===== config.mk =====
export PLATFORM = sky130hd
export DESIGN_NAME = pipe_hazard_ctrl
export DESIGN_NICKNAME = d
export VERILOG_FILES = /design/src/rtl/pipe_ctrl_pkg.sv /design/src/rtl/hazard_detect.sv /design/src/rtl/pipe_hazard_ctrl.sv
export SDC_FILE = /design/constraint.sdc
export NUM_CORES = 1
export LEC_CHECK = 0
export ABC_AREA = 1
export BUFFER_PORTS_ARGS = -buffer_cell sky130_fd_sc_hd__buf_2
export CORE_ASPECT_RATIO = 1.75
export CORE_MARGIN = 10
export CORE_UTILIZATION = 50
export CTS_CLUSTER_DIAMETER = 50
export CTS_CLUSTER_SIZE = 24
export DETAILED_ROUTE_END_ITERATION = 8
export PLACE_DENSITY = 0.7
export RECOVER_POWER = 50
export SLEW_MARGIN = 25
export SYNTH_ARGS = -nofsm -noshare
export SYNTH_HDL_FRONTEND = slang
export SYNTH_SLANG_ARGS = --single-unit

===== constraint.sdc =====
create_clock -name clk -period 1.9 [get_ports clk]
set_clock_uncertainty 0.15 [all_clocks]
set_input_delay 0.095 -clock clk [delete_from_list [all_inputs] [get_ports clk]]
set_output_delay 0.095 -clock clk [all_outputs]
set_load 0.01 [all_outputs]

===== src/rtl/pipe_ctrl_pkg.sv =====
// Shared encodings for the pipeline hazard controller: FSM states and the pipeline NOP word.
package pipe_ctrl_pkg;

  localparam int unsigned StateW = 2;

  typedef enum logic [StateW-1:0] {
    StRun     = 2'd0,
    StLoadBub = 2'd1,
    StRedirect = 2'd2
  } haz_state_e;

  // sll $0,$0,0 -- the word loaded into IF/ID on a flush
  localparam logic [31:0] NopInstr = 32'h0000_0000;

endpackage


===== src/rtl/hazard_detect.sv =====
// Combinational load-use compare between the ID-stage sources and the EX-stage load destination.
module hazard_detect #(
  parameter int unsigned REG_AW = 5
) (
  input  logic [REG_AW-1:0] id_rs,
  input  logic [REG_AW-1:0] id_rt,
  input  logic              id_use_rs,
  input  logic              id_use_rt,
  input  logic              ex_mem_read,
  input  logic [REG_AW-1:0] ex_rd,
  output logic              load_use
);

  // $zero is never a real dependency
  always_comb begin
    load_use = ex_mem_read & (ex_rd != '0) &
               ((id_use_rs & (id_rs == ex_rd)) | (id_use_rt & (id_rt == ex_rd)));
  end

endmodule


===== src/rtl/pipe_hazard_ctrl.sv =====
// Pipeline enable/flush sequencer: load-use bubbles, branch-redirect flushes, memory-wait freeze.
// Optional perf counters (stall_cnt, flush_cnt) are built when HAZ_PERF_CNT_EN is defined.
module pipe_hazard_ctrl
  import pipe_ctrl_pkg::*;
#(
  parameter int unsigned REG_AW       = 5,
  parameter int unsigned FLUSH_CYCLES = 1,
  parameter int unsigned MEM_TIMEOUT  = 64,
  parameter int unsigned CNT_W        = 32
) (
  input  logic              clk,
  input  logic              rst_n,
  input  logic [REG_AW-1:0] id_rs,
  input  logic [REG_AW-1:0] id_rt,
  input  logic              id_use_rs,
  input  logic              id_use_rt,
  input  logic              ex_mem_read,
  input  logic [REG_AW-1:0] ex_rd,
  input  logic              ex_branch_taken,
  input  logic              mem_stall_req,
  output logic              pc_en,
  output logic              ifreg_en,
  output logic              ifreg_flush,
  output logic              idex_flush,
  output logic              back_en,
  output logic [1:0]        haz_state,
  output logic              mem_timeout
`ifdef HAZ_PERF_CNT_EN
  ,
  output logic [CNT_W-1:0]  stall_cnt,
  output logic [CNT_W-1:0]  flush_cnt
`endif
);

  localparam int unsigned FlW = (FLUSH_CYCLES > 1) ? $clog2(FLUSH_CYCLES) : 1;
  localparam logic [FlW-1:0] FlushReload = FlW'(FLUSH_CYCLES - 1);
  localparam bit TmoEn = (MEM_TIMEOUT != 0);
  localparam logic [CNT_W-1:0] TmoMatch = CNT_W'((MEM_TIMEOUT == 0) ? 0 : MEM_TIMEOUT - 1);

  logic             load_use;
  haz_state_e       state_q, state_d;
  logic [FlW-1:0]   flush_left_q, flush_left_d;
  logic [CNT_W-1:0] wait_cnt_q, wait_cnt_d;
  logic             mem_timeout_q, mem_timeout_d;

  hazard_detect #(
    .REG_AW(REG_AW)
  ) u_hazard_detect (
    .id_rs      (id_rs),
    .id_rt      (id_rt),
    .id_use_rs  (id_use_rs),
    .id_use_rt  (id_use_rt),
    .ex_mem_read(ex_mem_read),
    .ex_rd      (ex_rd),
    .load_use   (load_use)
  );

  always_comb begin
    state_d      = state_q;
    flush_left_d = flush_left_q;
    pc_en        = 1'b0;
    ifreg_en     = 1'b0;
    ifreg_flush  = 1'b0;
    idex_flush   = 1'b0;
    back_en      = 1'b0;
    if (!rst_n) begin
      // everything stays low while held in reset
    end else if (mem_stall_req) begin
      // whole pipe frozen; state and flush_left hold
    end else if (ex_branch_taken) begin
      pc_en       = 1'b1;
      ifreg_en    = 1'b1;
      ifreg_flush = 1'b1;
      idex_flush  = 1'b1;
      back_en     = 1'b1;
      if (FLUSH_CYCLES > 1) begin
        state_d      = StRedirect;
        flush_left_d = FlushReload;
      end else begin
        state_d      = StRun;
        flush_left_d = '0;
      end
    end else begin
      unique case (state_q)
        StRun: begin
          back_en = 1'b1;
          if (load_use) begin
            idex_flush = 1'b1;
            state_d    = StLoadBub;
          end else begin
            pc_en    = 1'b1;
            ifreg_en = 1'b1;
          end
        end
        StLoadBub: begin
          pc_en    = 1'b1;
          ifreg_en = 1'b1;
          back_en  = 1'b1;
          state_d  = StRun;
        end
        StRedirect: begin
          pc_en        = 1'b1;
          ifreg_en     = 1'b1;
          ifreg_flush  = 1'b1;
          back_en      = 1'b1;
          flush_left_d = flush_left_q - FlW'(1);
          if (flush_left_q <= FlW'(1)) begin
            state_d = StRun;
          end
        end
        default: state_d = StRun;
      endcase
    end
  end

  always_comb begin
    wait_cnt_d    = '0;
    mem_timeout_d = mem_timeout_q;
    if (mem_stall_req) begin
      wait_cnt_d = (&wait_cnt_q) ? wait_cnt_q : wait_cnt_q + CNT_W'(1);
      if (TmoEn && (wait_cnt_q == TmoMatch)) begin
        mem_timeout_d = 1'b1;
      end
    end
  end

  always_ff @(posedge clk or negedge rst_n) begin
    if (!rst_n) begin
      state_q       <= StRun;
      flush_left_q  <= '0;
      wait_cnt_q    <= '0;
      mem_timeout_q <= 1'b0;
    end else begin
      state_q       <= state_d;
      flush_left_q  <= flush_left_d;
      wait_cnt_q    <= wait_cnt_d;
      mem_timeout_q <= mem_timeout_d;
    end
  end

  assign haz_state   = state_q;
  assign mem_timeout = mem_timeout_q;

`ifdef HAZ_PERF_CNT_EN
  logic [CNT_W-1:0] stall_cnt_q, flush_cnt_q;

  // pc_en is already forced low in reset, and the flops are held clear there
  always_ff @(posedge clk or negedge rst_n) begin
    if (!rst_n) begin
      stall_cnt_q <= '0;
      flush_cnt_q <= '0;
    end else begin
      stall_cnt_q <= stall_cnt_q + CNT_W'(!pc_en);
      flush_cnt_q <= flush_cnt_q + CNT_W'(ifreg_flush);
    end
  end

  assign stall_cnt = stall_cnt_q;
  assign flush_cnt = flush_cnt_q;
`endif

endmodule


Word level (Yosys, flattened, before mapping):

Index checks and enable logic that the tools add are counted.

* register bits after elaboration: 36
* input port bits: 22
* output and inout port bits: 8
* logic and storage cells: 56

* add/sub/neg operators: 2
* $lt $le $gt $ge: 1
* equality and inequality tests: 8
* multiplexer cells: 26
* bitwise logic cells: 6
* reduce and logical (&&, ||, !) cells: 9

Operators by type and width (count)
* 2-to-1 mux 32 bit: 2
* adder 32 x 1 -> 32 bit (second input constant): 1
* == test 32 x 6 -> 1 bit (second input constant): 1
* AND reduction 32 bit: 1
* 2-to-1 mux 1 bit: 19
* == test 5 bit: 2
* 2-to-1 mux 2 bit: 3
* != test 3 bit (second input constant): 2
* nonzero test 5 bit: 1
* bitwise AND 1 bit: 4
* one-hot mux 2 bit (2 select lines): 1
* AND reduction 4 bit: 1
* AND reduction 3 bit: 1
* OR reduction 3 bit: 1
* == test 2 x 1 -> 1 bit (second input constant): 1
* == test 2 bit (second input constant): 1
* logical NOT 2 bit: 1
* != test 2 bit (second input constant): 1
* one-hot mux 1 bit (2 select lines): 1
* AND reduction 2 bit: 1
* nonzero test 2 bit: 1
* OR reduction 2 bit: 1
* <= comparator 1 bit (second input constant): 1
* inverter 1 bit: 1
* 2 further kinds: 2

Logic depth before layout (Yosys ltp):

Gate-level depths: netlist of run 1.

* word-level depth: 9
* mapped depth: 10
* mapped depth without buffers: 9

By module:

From an unflattened synthesis of run 1, not the netlist that was laid out.

* cells, all modules: 410
* area, all modules: 2492.4 um2

Modules (own cells, without submodules)
* pipe_hazard_ctrl: instances 1, cells each 356, area an instance 2275.9 um2, sequential area each 850.8 um2
* hazard_detect: instances 1, cells each 54, area an instance 216.5 um2, sequential area each 0.0 um2

Worst setup path before layout of run 1:

OpenSTA, ideal clock, no wires.

* kind: register -> register
* start: register wait_cnt_q[0]
* end: register wait_cnt_q[1]
* library setup time: 0.074 ns
* arrival: 1.439 ns
* data required time: 1.676 ns
* setup slack: 0.237 ns
* stages on the path, launching flop included: 9
* path buffers: 1
* clock period less this slack: 1.663 ns
* cell sequence: dfrtp_1 -> ha_1 -> nand2_2 -> nor2_8 -> nand2_4 -> nor2_8 -> nand3_4 -> buf_6 -> o21ai_2

* word-level cells in the longest chain between the ends: 3
* elaborated cells on any way between the ends: 5
* classes of those cells: 1 x add/sub; 1 x eq/ne; 2 x mux; 1 x reduce/logical

RTL lines
* start, declared: RTL line pipe_hazard_ctrl.sv:43 `logic [CNT_W-1:0] wait_cnt_q, wait_cnt_d;`
* start signal, assigned: RTL line pipe_hazard_ctrl.sv:136 `wait_cnt_q <= wait_cnt_d;`
* adder 32 x 1 -> 32 bit: RTL line pipe_hazard_ctrl.sv:120 `wait_cnt_d = (&wait_cnt_q) ? wait_cnt_q : wait_cnt_q + CNT_W'(1);`
* 2-to-1 mux 32 bit: RTL line pipe_hazard_ctrl.sv:120
* 2-to-1 mux 32 bit: RTL line pipe_hazard_ctrl.sv:119 `if (mem_stall_req) begin`

Parallel ways exist; a longest one is shown, timed or not. The select of a mux whose other input is x is not followed.
A chain may end at the register's enable or synchronous reset.

Worst setup path after layout of run 1:

* start: register wait_cnt_q[20]
* end: register wait_cnt_q[7]

* word-level cells in the longest chain between the ends: 2

RTL lines (RTL line)
* AND reduction 32 bit: pipe_hazard_ctrl.sv:120
* != test 2 bit (no source line)

Every way passes these cells.

==> run metrics, run 1 <==
status=complete, no violations; gr usage total=0.1881; detailed-placement wirelength estimate=5746 microns; Clk network pwr share=0.376; startpoint types=flip-flop; initial DRC count=132; Worst Path Arrival=1.88 ns; Worst VDD drop=0.4065 mV; vias per inst=5.461; drt pass-1 iters=4; global route overflow=0; Area Growth Syn to Fin=12.88%; cells after synthesis=407; most frequent cell after synthesis=nand2_1; crit path time final=1.830 ns; Leakage=1.489 nW; post-route cell area=2808 sq um; Ports=30; first-pass GRT wire length=12,430 microns; Reg power frac=0.530; Synth area leaders=dfrtp_1 (34%), nand2_1 (24%), nor2_1 (10%); Clock Pin Slew Worst Setup and Hold Paths=0.07 ns; initial antenna violation count=0; RSZ-0062 raised after global routing=true; Fmax=546.3 MHz; register bit total from synthesis=34; # DRC=0; wire per inst=15.04 microns; via count=2,714; CTS tree=done; Comb pwr share=0.095; Core Footprint=4748 sq um; setup TNS=0 ns; max-slew violation count=0; Initial Utilization=0.5238; slew margin rel.=0.4378; Final Worst Setup Slack=0.06952 ns; placed instance area=2685 sq um; Slew @ Worst Pin=0.8432 ns; buffer levels on the longest clock path=2; CP Capture Type=flip-flop; gpl congestion=0.9432; Die Y=113.3 microns; Total Wirelength=7475 microns; share of the synthesized area in the top cell type=0.3421; worst endpoint required time=1.95 ns; Sw Share=0.2582; Final Setup Violations=0; largest net degree at the start of global routing=35; sequential area share after synthesis=0.3421; Port Buffers=28; CTS Buf Count=5; final-report hold violation count=0; Synth top cells by count=nand2_1 (157), nor2_1 (67), inv_1 (49); number of flops mapped to enable cells by yosys=0; HP Class=in2reg; MaxCap Viol Count=0; ANT cells=0; Distinct cells, synth=28; PD cells=494.1 nW/um^2; Place WS=-0.02372 ns; syn nets=430; CTS root buffer=clkbuf_8; hold slack=0.02903 ns; Mapped Area=2487 sq um; fin nets=468; Die ar.=8307 sq um; Power Internal=0.001029 W; share of cells above drive strength 1=0.1303; Sink Count=34; number of cell rows=33; area leader, netlist=dfrtp_1; largest fanout on the critical path=8; Final ANT Viol Nets=0; period utilization=0.9634; htree depth=2; WS Path Type=reg2reg; predominant post-synthesis flop cell=dfrtp_1; synth warn=0; Die Width=73.32 microns; clk_lat worst skew=0.29 ns; syn avg cell area=6.112 sq um; Post-synth ARST share=1.000; switching pwr=0.0003582 W; vias in the first global route=2,713
[cells in the final DEF, fill, tap and decap left out, drive strengths merged]
master,Yosys,final
o21ai,10,10
buf,5,33
nor3,3,3
nand2,159,159
conb,1,1
o31ai,4,4
dlygate4sd3,0,2
or2,3,3
nand3,49,51
clkbuf,3,9
a21oi,1,1
inv,53,53
o21bai,1,1
nand4,6,6
nor4,1,1
nor2,72,72
ha,1,1
dfrtp,34,34
nand3b,1,1
[kinds of logic after synthesis]
| group | Yosys count | synth area share |
|---|---|---|
| buf+inv | 61 | 0.1041 |
| flops | 34 | 0.3421 |
| simple gates | 294 | 0.5086 |
| other cells | 1 | 0.001508 |
| compound gates | 16 | 0.03873 |
| fa+ha+maj | 1 | 0.005029 |
[metrics by stage]
| stage | total power (W) | instances | util |
|---|---|---|---|
| floorplan | 0.0008139 | 407 | - |
| global placement | 0.0008752 | 486 | 0.5655 |
| detailed placement | 0.0008786 | 486 | 0.5655 |
| CTS | 0.001392 | 496 | 0.5879 |
| global route | 0.001436 | 497 | 0.5913 |
| finish | 0.001387 | 497 | 0.5913 |
[worst max-delay path: stages (launching register included)]
cell	delay (ns)
dfrtp_1	0.42
nand2_1	0.09
nor2_1	0.19
nand2_1	0.11
nor2_2	0.33
nand3_2	0.30
o31ai_1	0.14
[worst paths after layout]
path                                 from  slack [ns]  depth (start not counted)              to
min in group asynchronous           rst_n        0.48                          3  wait_cnt_q[10]
setup / recovery           wait_cnt_q[20]        0.07                          6   wait_cnt_q[7]
setup reg to reg           wait_cnt_q[20]        0.07                          6   wait_cnt_q[7]
hold / removal                ex_mem_read        0.03                          5    haz_state[0]
max in group asynchronous           rst_n        0.58                          3  wait_cnt_q[23]
hold reg to reg               mem_timeout        0.34                          1     mem_timeout
[power by group through the flow]
stage	Clock [W]	Sequential, W	Combinational [W]
after global placement	0	0.000748	0.000127
final	0.000521	0.000735	0.000131
after global routing	0.000549	0.000735	0.000152
after detailed placement	0	0.000748	0.000130
after CTS	0.000523	0.000735	0.000134
after floorplan	0	0.000748	0.0000661
[state kept, by name, indices dropped and copies added (netlist names)]
name,count
mem_timeout,1
wait_cnt_q,32
haz_state,1
[area by class of cell]
class	instances	area (sq um)
fillers	485	1941
multi-input cells	314	1408
flip-flops and latches	34	850.8
repair buffers	37	209.0
inverters	53	198.9
clock buffers	7	76.32
well taps	52	65.06
[timing repair]
action / CTS / global route
resized for setup: 0 / 2
endpoints found under the setup margin: 2 / 20
cloned: 1 / 1
pin swaps: 0 / 1
buffers inserted: 0 / 0
hold buffers: 2 / 0
endpoints found under the hold margin: 35 / 0
[routing by layer]
layer  track usage  wire (microns)  up-vias
met4        0.1248             538        0
met2        0.3253            3692      110
met5             0               0        -
met3       0.03150             362       37
met1        0.1987            2881     1230
li1              -               -     1337
Power figures use the tool's default switching activity.
==> inputs of run 2 (changes only) <==
- CELL_PAD_IN_SITES_DETAIL_PLACEMENT: not set -> 0
- CELL_PAD_IN_SITES_GLOBAL_PLACEMENT: not set -> 2
- CORE_UTILIZATION: 50 -> 31
- PLACE_DENSITY: 0.7 -> not set
- PLACE_DENSITY_LB_ADDON: not set -> 0.1
==> run 2 against run 1 <==
Against the previous run: sequential share of layout area fell by 1.8 points; critical path depth grew 2; final cell count rose by 9.3%; register-to-register slack improved by 0.06 ns; worst hold slack improved by 0.0024 ns; first-iteration DRC count fell by 11%; setup slack improved by 0.060 ns; combinational power up 5%; highest routed layer unchanged.
==> run metrics, run 2 (same netlist as run 1, synthesis figures left out) <==
Largest register FFs=32 (unchanged); CTS Buf Count=5 (unchanged); Total Wirelength=8712 microns (+17%); gpl congestion=0.8535 (-9.5%); slowest stage cell, crit path=dfrtp_1; HP Class=in2reg; ANT cells=0 (unchanged); Initial Utilization=0.3167 (-0.2072); CTS root buffer=clkbuf_16; RSZ-0062 raised after global routing=false; Slew @ Worst Pin=0.9284 ns (+0.08519 ns); most frequent cells in the layout=nand2_1 (157), nor2_1 (67), inv_1 (49), nand3_1 (48), dfrtp_1 (34); Die ar.=12,150 sq um (+46%); Fmax=564.9 MHz (+3.4%); detailed-placement wirelength estimate=7111 microns (+24%); placed instance area=2805 sq um (+4.5%); buffer levels on the longest clock path=2 (unchanged); Most common cell on crit path=nor2_8; wire per inst=16.04 microns (+6.7%); htree depth=2 (unchanged); Largest stage delay, worst path=0.38 ns (-0.04 ns); status=complete, no violations; Sink Count=34 (unchanged); Final ANT Viol Nets=0 (unchanged); CP Capture Type=flip-flop; Place WS=0.1067 ns (+0.1304 ns); largest net degree at the start of global routing=35 (unchanged); initial antenna violation count=0 (unchanged); vias in the first global route=2,631 (-3.0%); number of cell rows=43 (+30%); Leakage=1.571 nW (+5.5%); Die Width=87.71 microns (+20%); Area Growth Syn to Fin=19.87%; CP cell instances=ha_1, nand2_2, nor2_8, nand2_4, nor2_8, nand3_4, buf_12, o31ai_1; via count=2,594 (-4.4%); max-slew violation count=0 (unchanged); # DRC=0 (unchanged); first-pass GRT wire length=13,690 microns (+10%); vias per inst=4.777 (-13%); Largest Register=wait_cnt_q; period utilization=0.9317 (-0.03173); initial DRC count=117 (-11%); Ports=30 (unchanged); Worst Path Arrival=1.81 ns (-0.07 ns); PD cells=577.4 nW/um^2 (+17%); commonest non-fill, non-tap cell in the layout=nand2_1; share of cells above drive strength 1=0.1435 (+0.01315); slew margin rel.=0.3810 (-0.05680); final-report hold violation count=0 (unchanged); Inst Count DP=532 (+9.5%); setup TNS=0 ns (unchanged); Worst VDD drop=0.3093 mV (-24%); Final Setup Violations=0 (unchanged); Final Worst Setup Slack=0.1298 ns (+0.06028 ns); gr usage total=0.1486 (-0.03956); largest fanout on the critical path=11 (+3); global route overflow=0 (unchanged); Die Y=138.5 microns (+22%); FILL cells=899 (+85%); WS Path Type=reg2reg; Port Buffers=28 (unchanged); CTS tree=done; clk_lat worst skew=0.28 ns (about the same); Clock Pin Slew Worst Setup and Hold Paths=0.06 ns (about the same); startpoint types=flip-flop; fin cells=543 (+9.3%); post-route cell area=2982 sq um (+6.2%); worst endpoint required time=1.94 ns (about the same); Core Footprint=7855 sq um (+65%); fin nets=475 (+1.5%); drt pass-1 iters=5 (+1); crit path time final=1.770 ns (-0.06028 ns); MaxCap Viol Count=0 (unchanged)
-- run 2: report_power, final --
group / internal [W] / leakage [nW] / switching, W / total, W
sequential: 0.000730 / 0.473 / 0.00000477 / 0.000734
combinational: 0.0000491 / 1.03 / 0.0000878 / 0.000137
clock: 0.000519 / 0.0729 / 0.000331 / 0.000850
total: 0.00130 / 1.57 / 0.000424 / 0.00172
-- run 2: repair_timing --
item,in CTS,in global routing
resized for setup,0,1
hold endpoints to repair,35,0
hold buffers,2,0
setup endpoints to repair,0,12
setup buffers,0,1
-- run 2: cell type report --
type                    instances  area [sq um]  share of cell area
multi-input cells             312          1378              0.4620
repair buffers                 46         290.3             0.09736
well taps                      90         112.6             0.03777
clock buffers                   6         138.9             0.04658
flip-flops and latches         34         850.8              0.2854
clock inverters                 2         12.51            0.004196
inverters                      53         198.9             0.06672
-- run 2: per-layer routing --
metal,share of wire,vias up,global-route usage
met2,0.54,55,0.2658
li1,-,1343,-
met1,0.38,1173,0.1552
met4,0.052,0,0.08010
met5,0,-,0
met3,0.028,23,0.02529
-- run 2: metrics by stage --
stage	hold WS, ns	total power (W)	utilization
detailed placement	0.08311	0.0008867	0.3571
global route	0.06473	0.001775	0.3796
floorplan	-0.3506	0.0008139	-
finish	0.03145	0.001722	0.3796
CTS	0.03272	0.001745	0.3789
global placement	0.08247	0.0008853	0.3571
-- run 2: worst paths after layout --
path / from / slack (ns) / to / cells past startpoint
max in group asynchronous: rst_n / 0.49 / wait_cnt_q[30] / 3
max: wait_cnt_q[1] / 0.13 / wait_cnt_q[8] / 8
min: ex_mem_read / 0.03 / haz_state[0] / 5
min in group asynchronous: rst_n / 0.53 / wait_cnt_q[11] / 3
min reg2reg: mem_timeout / 0.33 / mem_timeout / 1
max reg2reg: wait_cnt_q[1] / 0.13 / wait_cnt_q[8] / 8
-- run 2: worst max-delay path: cells and delay by family, from the launching register on --
kind | cells | cell delay, ns
and+or+nand+nor | 5 | 0.70
DFF | 1 | 0.38
buffers and inverters | 1 | 0.21
adders and majority gates | 1 | 0.19
AOI/OAI and AO/OA | 1 | 0.06
==> inputs of run 3 (changes only) <==
- CORE_UTILIZATION: 31 -> 28
- clock period: 1.9 -> 1.6 ns (I/O delays scaled with it)
==> run 3 against run 2 <==
Against the previous run: fmax rose by 6.9%; global-route usage shrank 0.25 points; clock-buffer cell count increased by 1; worst hold slack got worse by 0.00061 ns; critical endpoint unchanged; the run now ends with negative setup slack left; largest power group unchanged; highest routed layer unchanged; utilization grew 1.8 points; non-clock buffer count up 38; register-to-register slack got worse by 0.19 ns; final cell count rose by 12%; flip-flop and latch count unchanged; total power up 26%; combinational power is 31% higher.
==> run metrics, run 3 (same netlist as run 1, synthesis figures left out) <==
largest net degree at the start of global routing=35 (unchanged); gr usage total=0.1461 (-0.002497); status=complete, but fails checks; hold slack=0.03083 ns (-0.0006126 ns); R2R Path Start=wait_cnt_q[7]; CTS root buffer=clkbuf_16; initial antenna violation count=0 (unchanged); Largest register FFs=32 (unchanged); multi-input gate area in the final layout=1503 sq um (+9.1%); clk_lat worst skew=0.29 ns (about the same); WL met2=5395 microns (+14%); Largest Register=wait_cnt_q; CP Capture Type=flip-flop; buffer levels on the longest clock path=2 (unchanged); R2R cell count=8 (unchanged); Die ar.=13,200 sq um (+8.7%); Ports=30 (unchanged); Final Worst Setup Slack=-0.05531 ns (-0.1851 ns); setup TNS=-0.8646 ns (-0.8646 ns); Sink Count=34 (unchanged); htree depth=2 (unchanged); drt pass-1 iters=5 (unchanged); most frequent cells in the layout=nand2_1 (147), nor2_1 (50), buf_4 (49), inv_1 (48), nand3_1 (48); Port Buffers=28 (unchanged); vias per inst=4.551 (-4.7%); WS Path Type=reg2reg; failing checks=negative setup slack; Core Footprint=8671 sq um (+10%); Register Area=852.1 sq um (+0.15%); Worst VDD drop=0.3841 mV (+24%); MaxCap Viol Count=0 (unchanged); detailed-placement wirelength estimate=7545 microns (+6.1%); Clock Pin Slew Worst Setup and Hold Paths=0.06 ns (about the same); global route overflow=0 (unchanged); Crit Reg-Reg Endpoint=wait_cnt_q[8]; HP Class=in2reg; commonest non-fill, non-tap cell in the layout=nand2_1; Final Setup Violations=29 (+29); uppermost routed layer=met4; gpl congestion=0.8518 (-0.20%); Area Growth Syn to Fin=38.63%; Met3 Wirelength=208 microns (-14%); Fmax=604.1 MHz (+6.9%); reg-to-reg slack, setup=-0.06 ns (-0.19 ns); initial DRC count=136 (+16%); Die Width=91.25 microns (+4.0%); PD cells=630.4 nW/um^2 (+9.2%); Slew @ Worst Pin=0.9285 ns (+0.0001046 ns); CTS tree=done; hold path start=ex_mem_read; Worst Path Arrival=1.70 ns (-0.11 ns); number of cell rows=45 (+4.7%); DRT met1 WL=3611 microns (+9.9%); Die Y=144.7 microns (+4.5%); Initial Utilization=0.2869 (-0.02979); wire per inst=15.38 microns (-4.2%); period utilization=1.035 (+0.1029); fin nets=513 (+8.0%); Leakage=1.835 nW (+17%); share of cells above drive strength 1=0.2749 (+0.1315); largest fanout on the critical path=14 (+3); Total Wirelength=9349 microns (+7.3%); slew margin rel.=0.3810 (about the same); ANT cells=0 (unchanged); Worst Hold Depth=5 (unchanged); # DRC=0 (unchanged); final-report hold violation count=0 (unchanged); via count=2,767 (+6.7%); FILL cells=997 (+11%); max-slew violation count=0 (unchanged); crit path time final=1.655 ns (-0.1149 ns); first-pass GRT wire length=14,630 microns (+6.9%); Final ANT Viol Nets=0 (unchanged); RSZ-0062 raised after global routing=true; CTS Buf Count=5 (unchanged); Worst Hold End=haz_state[0]; startpoint types=flip-flop; worst endpoint required time=1.65 ns (-0.29 ns); vias in the first global route=2,791 (+6.1%)
run 3: cell count changes in the layout (fill, tap and decap cells not counted), moves of 3 or more:
cell | previous run | this run
buf_4 | 13 | 49
nand2_1 | 157 | 147
nand2_2 | 1 | 8
nand2_4 | 1 | 4
nor2_1 | 67 | 50
nor2_2 | 2 | 15
nor2_4 | 1 | 5
run 3: cell type report:
cell class,count,area share
Multi-Input combinational cell,312,0.4358
Sequential cell,34,0.2471
Timing Repair Buffer,84,0.1698
Inverter,53,0.05769
Tap cell,117,0.04245
Clock buffer,7,0.03846
Clock inverter,1,0.008708
run 3: metal layers:
metal / GRT usage / up-vias
li1: - / 1426
met4: 0.04225 / 0
met1: 0.1451 / 1271
met2: 0.2983 / 59
met3: 0.02321 / 11
met5: 0 / -
run 3: power by group:
group	switching, W	total [W]	internal (W)	leakage, nW
clock	0.000383	0.00112	0.000737	0.0781
combinational	0.000110	0.000180	0.0000698	1.29
sequential	0.00000768	0.000874	0.000867	0.471
run 3: timing repair:
action	4_1_cts	5_1_grt
setup endpoints to repair	30	35
buffers inserted	3	6
hold buffers	2	0
pin swaps	1	11
resized for setup	14	27
endpoints found under the hold margin	35	0
run 3: critical path, cell delays in order (launching register included):
cell	delay, ns
dfrtp_2	0.42
nand2_2	0.07
buf_6	0.12
nor2_4	0.14
nand2_4	0.10
nor2_8	0.15
nand3_4	0.15
buf_12	0.21
o31ai_1	0.06
run 3: how the worst max path moves through the flow:
stage	endpoint	startpoint	cells after the start
after floorplan	wait_cnt_q[1]	wait_cnt_q[0]	8
after global placement	wait_cnt_q[25]	wait_cnt_q[5]	8
after detailed placement	wait_cnt_q[25]	wait_cnt_q[5]	8
after CTS	wait_cnt_q[8]	wait_cnt_q[1]	8
after global routing	wait_cnt_q[8]	wait_cnt_q[0]	8
final	wait_cnt_q[8]	wait_cnt_q[7]	8
run 3: through the flow:
step	std cells	setup slack (ns)	utilization	cell area, sq um	power (W)
floorplan	407	0.01922	-	2505	0.0009719
global placement	589	-0.2280	0.3554	3082	0.001061
detailed placement	589	-0.1918	0.3554	3082	0.001063
CTS	602	-0.06177	0.3834	3324	0.002205
global route	608	-0.1203	0.3977	3448	0.002261
finish	608	-0.05531	0.3977	3448	0.002174
